[config.mk]
export PLATFORM = sky130hd
export DESIGN_NAME = archer_projectile_ctl
export DESIGN_NICKNAME = d
export VERILOG_FILES = /design/src/rtl/archer_projectile_ctl.sv
export SDC_FILE = /design/constraint.sdc
export NUM_CORES = 1
export LEC_CHECK = 0
export BUFFER_PORTS_ARGS = -buffer_cell sky130_fd_sc_hd__buf_2
export CAP_MARGIN = 20
export CORE_MARGIN = 8
export CORE_UTILIZATION = 54
export CTS_CLUSTER_DIAMETER = 40
export DETAILED_ROUTE_END_ITERATION = 6
export GPL_ROUTABILITY_DRIVEN = 0
export GPL_TIMING_DRIVEN = 0
export PLACE_DENSITY = 0.78
export SYNTH_ARGS = -nofsm -noshare
export SYNTH_HDL_FRONTEND = slang
export SYNTH_SLANG_ARGS = --single-unit
[constraint.sdc]
create_clock -name clk -period 3.3 [get_ports clk]
set_input_delay 0 -clock clk [delete_from_list [all_inputs] [get_ports clk]]
set_output_delay 0 -clock clk [all_outputs]
set_load 0.02 [all_outputs]
[src/rtl/archer_projectile_ctl.sv]
// Archer projectile control: launches one arrow per click towards the cursor,
// advances it once per frame and retires it on hit, screen exit, range or stop.
module archer_projectile_ctl #(
  parameter int SPEED           = 8,
  parameter int MAX_FRAMES      = 90,
  parameter int COOLDOWN_FRAMES = 15,
  parameter int HOR_PIXELS      = 1024,
  parameter int VER_PIXELS      = 768
) (
  input  logic        clk,
  input  logic        rst,
  input  logic        frame_tick,
  input  logic [1:0]  game_active,
  input  logic        mouse_clicked,
  input  logic [11:0] mouse_x,
  input  logic [11:0] mouse_y,
  input  logic [11:0] archer_x,
  input  logic [11:0] archer_y,
  input  logic        hit,
  output logic [11:0] pos_x_proj,
  output logic [11:0] pos_y_proj,
  output logic        projectile_active,
  output logic        projectile_animated,
  output logic        flip_hor_archer,
  output logic [2:0]  direction_sector
);

  typedef enum logic [1:0] {
    IDLE = 2'd0,
    AIM  = 2'd1,
    FLY  = 2'd2,
    COOL = 2'd3
  } state_t;

  localparam int FCW = $clog2(MAX_FRAMES + 1);
  localparam int CCW = $clog2(COOLDOWN_FRAMES + 1);

  localparam logic signed [12:0] SPD   = 13'(SPEED);
  localparam logic signed [12:0] H_LIM = 13'(HOR_PIXELS);
  localparam logic signed [12:0] V_LIM = 13'(VER_PIXELS);
  localparam logic [FCW-1:0]     FRAME_LAST = FCW'(MAX_FRAMES);
  localparam logic [CCW-1:0]     COOL_LAST  = CCW'(COOLDOWN_FRAMES);

  // Quantise a (dx, dy) aim vector (dy positive = up) to one of 8 sectors;
  // the 2:1 ratio tests split the plane at roughly 26.6 degrees.
  function automatic logic [2:0] sector_of(input logic signed [12:0] dx,
                                           input logic signed [12:0] dy);
    logic [13:0] adx;
    logic [13:0] ady;
    logic [2:0]  sec;
    adx = {1'b0, (dx[12] ? -dx : dx)};
    ady = {1'b0, (dy[12] ? -dy : dy)};
    if ((ady << 1) <= adx) begin
      sec = dx[12] ? 3'd4 : 3'd0;
    end else if ((adx << 1) <= ady) begin
      sec = (!dy[12] && (dy != 13'sd0)) ? 3'd2 : 3'd6;
    end else if (!dy[12]) begin
      sec = dx[12] ? 3'd3 : 3'd1;
    end else begin
      sec = dx[12] ? 3'd5 : 3'd7;
    end
    return sec;
  endfunction

  function automatic logic signed [12:0] vel_x(input logic [2:0] sec);
    logic signed [12:0] v;
    case (sec)
      3'd0, 3'd1, 3'd7: v = SPD;
      3'd3, 3'd4, 3'd5: v = -SPD;
      default:          v = 13'sd0;
    endcase
    return v;
  endfunction

  // Screen y grows downward, so the upward sectors subtract.
  function automatic logic signed [12:0] vel_y(input logic [2:0] sec);
    logic signed [12:0] v;
    case (sec)
      3'd1, 3'd2, 3'd3: v = -SPD;
      3'd5, 3'd6, 3'd7: v = SPD;
      default:          v = 13'sd0;
    endcase
    return v;
  endfunction

  state_t             state_q, state_d;
  logic               click_q, click_d;
  logic signed [12:0] dx_q, dx_d;
  logic signed [12:0] dy_q, dy_d;
  logic signed [12:0] pos_x_q, pos_x_d;
  logic signed [12:0] pos_y_q, pos_y_d;
  logic [2:0]         sector_q, sector_d;
  logic               flip_q, flip_d;
  logic               active_q, active_d;
  logic               animated_q, animated_d;
  logic [FCW-1:0]     frame_q, frame_d;
  logic [CCW-1:0]     cool_q, cool_d;

  logic               launch;
  logic [2:0]         aim_sector;
  logic signed [12:0] next_x;
  logic signed [12:0] next_y;
  logic               out_of_range;
  logic [FCW-1:0]     frame_inc;
  logic [CCW-1:0]     cool_inc;

  always_comb begin
    launch       = mouse_clicked & ~click_q & (game_active != 2'd0) & (state_q == IDLE);
    aim_sector   = sector_of(dx_q, dy_q);
    next_x       = pos_x_q + vel_x(sector_q);
    next_y       = pos_y_q + vel_y(sector_q);
    out_of_range = next_x[12] | (next_x >= H_LIM) | next_y[12] | (next_y >= V_LIM);
    frame_inc    = frame_q + FCW'(1);
    cool_inc     = cool_q + CCW'(1);

    state_d    = state_q;
    click_d    = mouse_clicked;
    dx_d       = dx_q;
    dy_d       = dy_q;
    pos_x_d    = pos_x_q;
    pos_y_d    = pos_y_q;
    sector_d   = sector_q;
    flip_d     = flip_q;
    active_d   = active_q;
    animated_d = animated_q;
    frame_d    = frame_q;
    cool_d     = cool_q;

    case (state_q)
      IDLE: begin
        if (launch) begin
          state_d = AIM;
          dx_d    = {1'b0, mouse_x} - {1'b0, archer_x};
          dy_d    = {1'b0, archer_y} - {1'b0, mouse_y};
          pos_x_d = {1'b0, archer_x};
          pos_y_d = {1'b0, archer_y};
        end else begin
          state_d = IDLE;
        end
      end
      AIM: begin
        sector_d   = aim_sector;
        flip_d     = (aim_sector == 3'd3) || (aim_sector == 3'd4) || (aim_sector == 3'd5);
        frame_d    = '0;
        active_d   = 1'b1;
        animated_d = 1'b0;
        state_d    = FLY;
      end
      FLY: begin
        // A stop or hit wins over a same-cycle frame tick: no final move.
        if ((game_active == 2'd0) || hit) begin
          state_d    = COOL;
          active_d   = 1'b0;
          animated_d = 1'b0;
          cool_d     = '0;
        end else if (frame_tick) begin
          if (out_of_range) begin
            state_d    = COOL;
            active_d   = 1'b0;
            animated_d = 1'b0;
            cool_d     = '0;
          end else begin
            pos_x_d    = next_x;
            pos_y_d    = next_y;
            animated_d = 1'b1;
            frame_d    = frame_inc;
            if (frame_inc == FRAME_LAST) begin
              state_d    = COOL;
              active_d   = 1'b0;
              animated_d = 1'b0;
              cool_d     = '0;
            end else begin
              state_d = FLY;
            end
          end
        end else begin
          state_d = FLY;
        end
      end
      COOL: begin
        if (frame_tick) begin
          cool_d = cool_inc;
          if (cool_inc == COOL_LAST) begin
            state_d = IDLE;
          end else begin
            state_d = COOL;
          end
        end else begin
          state_d = COOL;
        end
      end
      default: begin
        state_d = IDLE;
      end
    endcase
  end

  always_ff @(posedge clk) begin
    if (rst) begin
      state_q    <= IDLE;
      click_q    <= 1'b0;
      dx_q       <= '0;
      dy_q       <= '0;
      pos_x_q    <= '0;
      pos_y_q    <= '0;
      sector_q   <= 3'd0;
      flip_q     <= 1'b0;
      active_q   <= 1'b0;
      animated_q <= 1'b0;
      frame_q    <= '0;
      cool_q     <= '0;
    end else begin
      state_q    <= state_d;
      click_q    <= click_d;
      dx_q       <= dx_d;
      dy_q       <= dy_d;
      pos_x_q    <= pos_x_d;
      pos_y_q    <= pos_y_d;
      sector_q   <= sector_d;
      flip_q     <= flip_d;
      active_q   <= active_d;
      animated_q <= animated_d;
      frame_q    <= frame_d;
      cool_q     <= cool_d;
    end
  end

  assign pos_x_proj          = pos_x_q[11:0];
  assign pos_y_proj          = pos_y_q[11:0];
  assign projectile_active   = active_q;
  assign projectile_animated = animated_q;
  assign flip_hor_archer     = flip_q;
  assign direction_sector    = sector_q;

endmodule

==> reports/qor.yml <==
run_status:
  status: "complete, but fails checks"
  violations: "negative setup slack"
critical_path:
  arrival_ns: 3.69
  cp_max_fo: 3
  regToRegSetupSlack_ns: -0.16
  cp.required_ns: 3.52
  endpoint_kind: "flop"
  slowest_delay_ns: 0.46
  critical_path_class: "reg2reg"
  rr_worst_depth: 14
  start_kind: "flop"
  cp_slowest_cell: "or4_4"
  crit_chain: "inv_4, ha_4, or3b_4, or4_4, o21ai_2, xnor2_1, inv_1, ha_1, a2111oi_1, a211o_1, a211oi_4, mux2i_2, o211ai_1, o41ai_1"
logic_synthesis:
  yosys-top-cells-area: "dfxtp_1 22%, ha_1 15%, a21oi_1 5.8%"
  synth_top_area_share_pct: 22.2
  netlist_area_um2: 6480
  yosysSeqAreaShare_pct: 22.2
  synth_edf_count: 0
  postSynth.asyncResetShare_pct: 0
  syn-instance-count: 831
  synth_flop_cell: "dfxtp_1"
  synth_area_per_cell_um2: 7.80
  synth_largest_area_cell: "dfxtp_1"
  synth_cell_type_count: 71
  yosys_warnings: 0
  synth-seq-cells: 72
  synth_nets: 966
power:
  irDropWorstVdd_uv: 360
  powerDensity_nw_per_um2: 810
  leakagePower_nw: 3.61
  finalPower_mw: 6.64
timing:
  skew_ns: 0.00924
  hold_viol_final: 0
  fin_crit_ns: 3.46
  period_share_pct: 105
  rsz0062_at_grt: "true"
  setup_slack_ns: -0.162
  worstMarginPinSlew_ns: 0.751
  setup_violations: 20
  finalMaxSlewViolations: 0
  whs_ns: 0.0282
  slew_headroom_pct: 49.9
  max_freq_mhz: 289
  fin_tns_setup_ns: -0.957
route:
  post_drt_wl_per_cell_um: 17.6
  drt.antenna.violating_nets: 0
  firstDrtPassIters: 5
  drtIter0Drc: 534
  drc: 0
  viasPerCell: 5.94
  vias: 6627
  wl_mm: 19.7
place:
  placed_area_um2: 7090
  hpwlAfterDp_mm: 13.8
  dp_cells: 1061
  preCtsSetupSlack_ns: -0.528
  numPortBuffers: 83
global_routing:
  grt_pass1_vias: 6181
  grtUsageTotal_pct: 23.4
  gr-max-usage-layer: "met2"
  grt_overflow: 0
  grt_max_degree: 14
  grt_util_met3_pct: 5.10
  antenna_found_initial: 0
  grtUsageMet2_pct: 37.8
  grt_pass1_wl_mm: 30.7
  grt_use_met1_pct: 31.0
clocking:
  cts_buffers: 9
  clk_pin_slew_worst_paths_ns: 0.07
  worstSkewPairLatency_ns: 0.34
  cts_max_level: 3
  clockRootBuffer: "clkbuf_16"
  cts_tree: "built"
  clk_path_buf_depth: 2
  clock_sinks: 72
cells_and_area:
  fill_cells: 888
  multiInputGateArea_um2: 4840
  final_util_pct: 69.1
  final_area_um2: 8200
  stdcell_count: 1116
  syn_to_final_growth_pct: 26.5
  diodes: 0
  drive_gt1_share_pct: 25.6
  register_area_um2: 1450
  fin_nets: 1099
hold_path:
  hp-class: "in2reg"
  hold_path_depth: 3
die:
  row_count: 40
  die_h_um: 126
  die_x_um: 126
  die_area_um2: 15800
  io_pins: 85
  start_util_pct: 54.6
  fp.coreArea_um2: 11900
flow_run:
  maxCapViolations: 0
-- power breakdown --
group	switching, mW	total (mW)	internal, mW
clock network	0.414	1.02	0.609
registers	0.218	1.27	1.06
logic	2.38	4.34	1.96
total	3.01	6.64	3.62
-- cell type report --
class,instances,area share [%]
Multi-Input combinational cell,629,59.0
Sequential cell,72,17.7
Timing Repair Buffer,122,9.54
Buffer,52,4.00
Inverter,78,3.72
Clock buffer,10,2.92
Tap cell,147,2.24
Clock inverter,6,0.824
-- cells in the mapped netlist, types with 4 or more instances --
| cell | instances |
|---|---|
| a21o_1 | 11 |
| nand3_1 | 22 |
| nor3_1 | 24 |
| o211ai_1 | 4 |
| a31oi_1 | 4 |
| mux2i_1 | 10 |
| buf_1 | 5 |
| a211oi_1 | 20 |
| or3_1 | 6 |
| buf_4 | 25 |
| fa_1 | 4 |
| o41ai_1 | 5 |
| or4_1 | 6 |
| o21ai_1 | 5 |
| a21oi_1 | 75 |
| inv_1 | 77 |
| nor3b_1 | 6 |
| o31ai_1 | 6 |
| and3_1 | 8 |
| or2_2 | 4 |
| and2_1 | 5 |
| a21oi_2 | 8 |
| xnor2_1 | 32 |
| nand2b_1 | 10 |
| a41o_1 | 4 |
| ha_1 | 76 |
| o21a_1 | 10 |
| nand4_1 | 13 |
| o21ai_0 | 40 |
| nor4_1 | 7 |
| nor2b_1 | 17 |
| xor2_1 | 14 |
| clkbuf_1 | 19 |
| a211oi_2 | 8 |
| nor2_1 | 59 |
| dfxtp_1 | 72 |
| nand2_1 | 60 |
-- state kept, by name, summed over array words and instances, names as in the netlist --
name                 flops
direction_sector         3
pos_x_q                 13
flip_hor_archer          1
click_q                  1
dy_q                    13
projectile_active        1
dx_q                    13
frame_q                  7
pos_y_q                 13
cool_q                   4
state_q                  2
projectile_animated      1
-- placed cells by master (no fill, tap or decap), drive strengths merged, types with 11 or more instances in the layout --
| cell | netlist | final |
|---|---|---|
| buf | 33 | 146 |
| o21ai | 45 | 45 |
| nand2 | 60 | 60 |
| a21o | 11 | 11 |
| a211oi | 28 | 28 |
| nor2 | 59 | 59 |
| xnor2 | 32 | 32 |
| inv | 77 | 78 |
| clkbuf | 19 | 29 |
| dfxtp | 72 | 72 |
| ha | 76 | 76 |
| nor2b | 17 | 17 |
| nand4 | 13 | 13 |
| nand3 | 22 | 22 |
| nor3 | 24 | 24 |
| xor2 | 14 | 14 |
| a21oi | 83 | 83 |
-- logic make-up after synthesis --
family	Yosys count	synth area share (%)
adder cells (fa/ha/maj)	80	15.9
AO/OA/AOI/OAI	234	24.6
multiplexers	10	1.54
XOR/XNOR	46	6.22
AND/OR/NAND/NOR	259	20.4
flip-flops	72	22.2
buffers and inverters	130	9.13
-- worst paths after layout --
kind	startpoint	to
worst max-delay path	dx_q[0]$_SDFFE_PP0P_	flip_hor_archer$_SDFFE_PP0P_
worst min-delay path	archer_x[8]	pos_x_q[8]$_SDFFE_PP0P_
worst max register to register	dx_q[0]$_SDFFE_PP0P_	flip_hor_archer$_SDFFE_PP0P_
worst min register to register	projectile_animated$_SDFFE_PP0P_	projectile_animated$_SDFFE_PP0P_
-- per-layer routing --
| metal | vias up | share of wire, % |
|---|---|---|
| li1 | 3220 | - |
| met1 | 3077 | 44 |
| met2 | 293 | 46 |
| met3 | 37 | 8.0 |
| met4 | 0 | 1.7 |
| met5 | - | 0 |
-- repair_timing --
action | in CTS | in global routing
endpoints found under the setup margin | 38 | 36
resized for setup | 58 | 53
pin swaps | 17 | 24
cloned | 1 | 1
buffers inserted | 12 | 16
hold buffers | 9 | 0
hold endpoints to repair | 10 | 0
-- critical path, delay by kind of cell (launching register included) --
| kind | cells | cell delay (ns) |
|---|---|---|
| AO/OA/AOI/OAI | 6 | 1.07 |
| adder cells (fa/ha/maj) | 2 | 0.44 |
| buffers and inverters | 2 | 0.14 |
| XOR/XNOR | 1 | 0.18 |
| flip-flops | 1 | 0.35 |
| AND/OR/NAND/NOR | 2 | 0.83 |
| multiplexers | 1 | 0.32 |
Power figures use the tool's default switching activity.
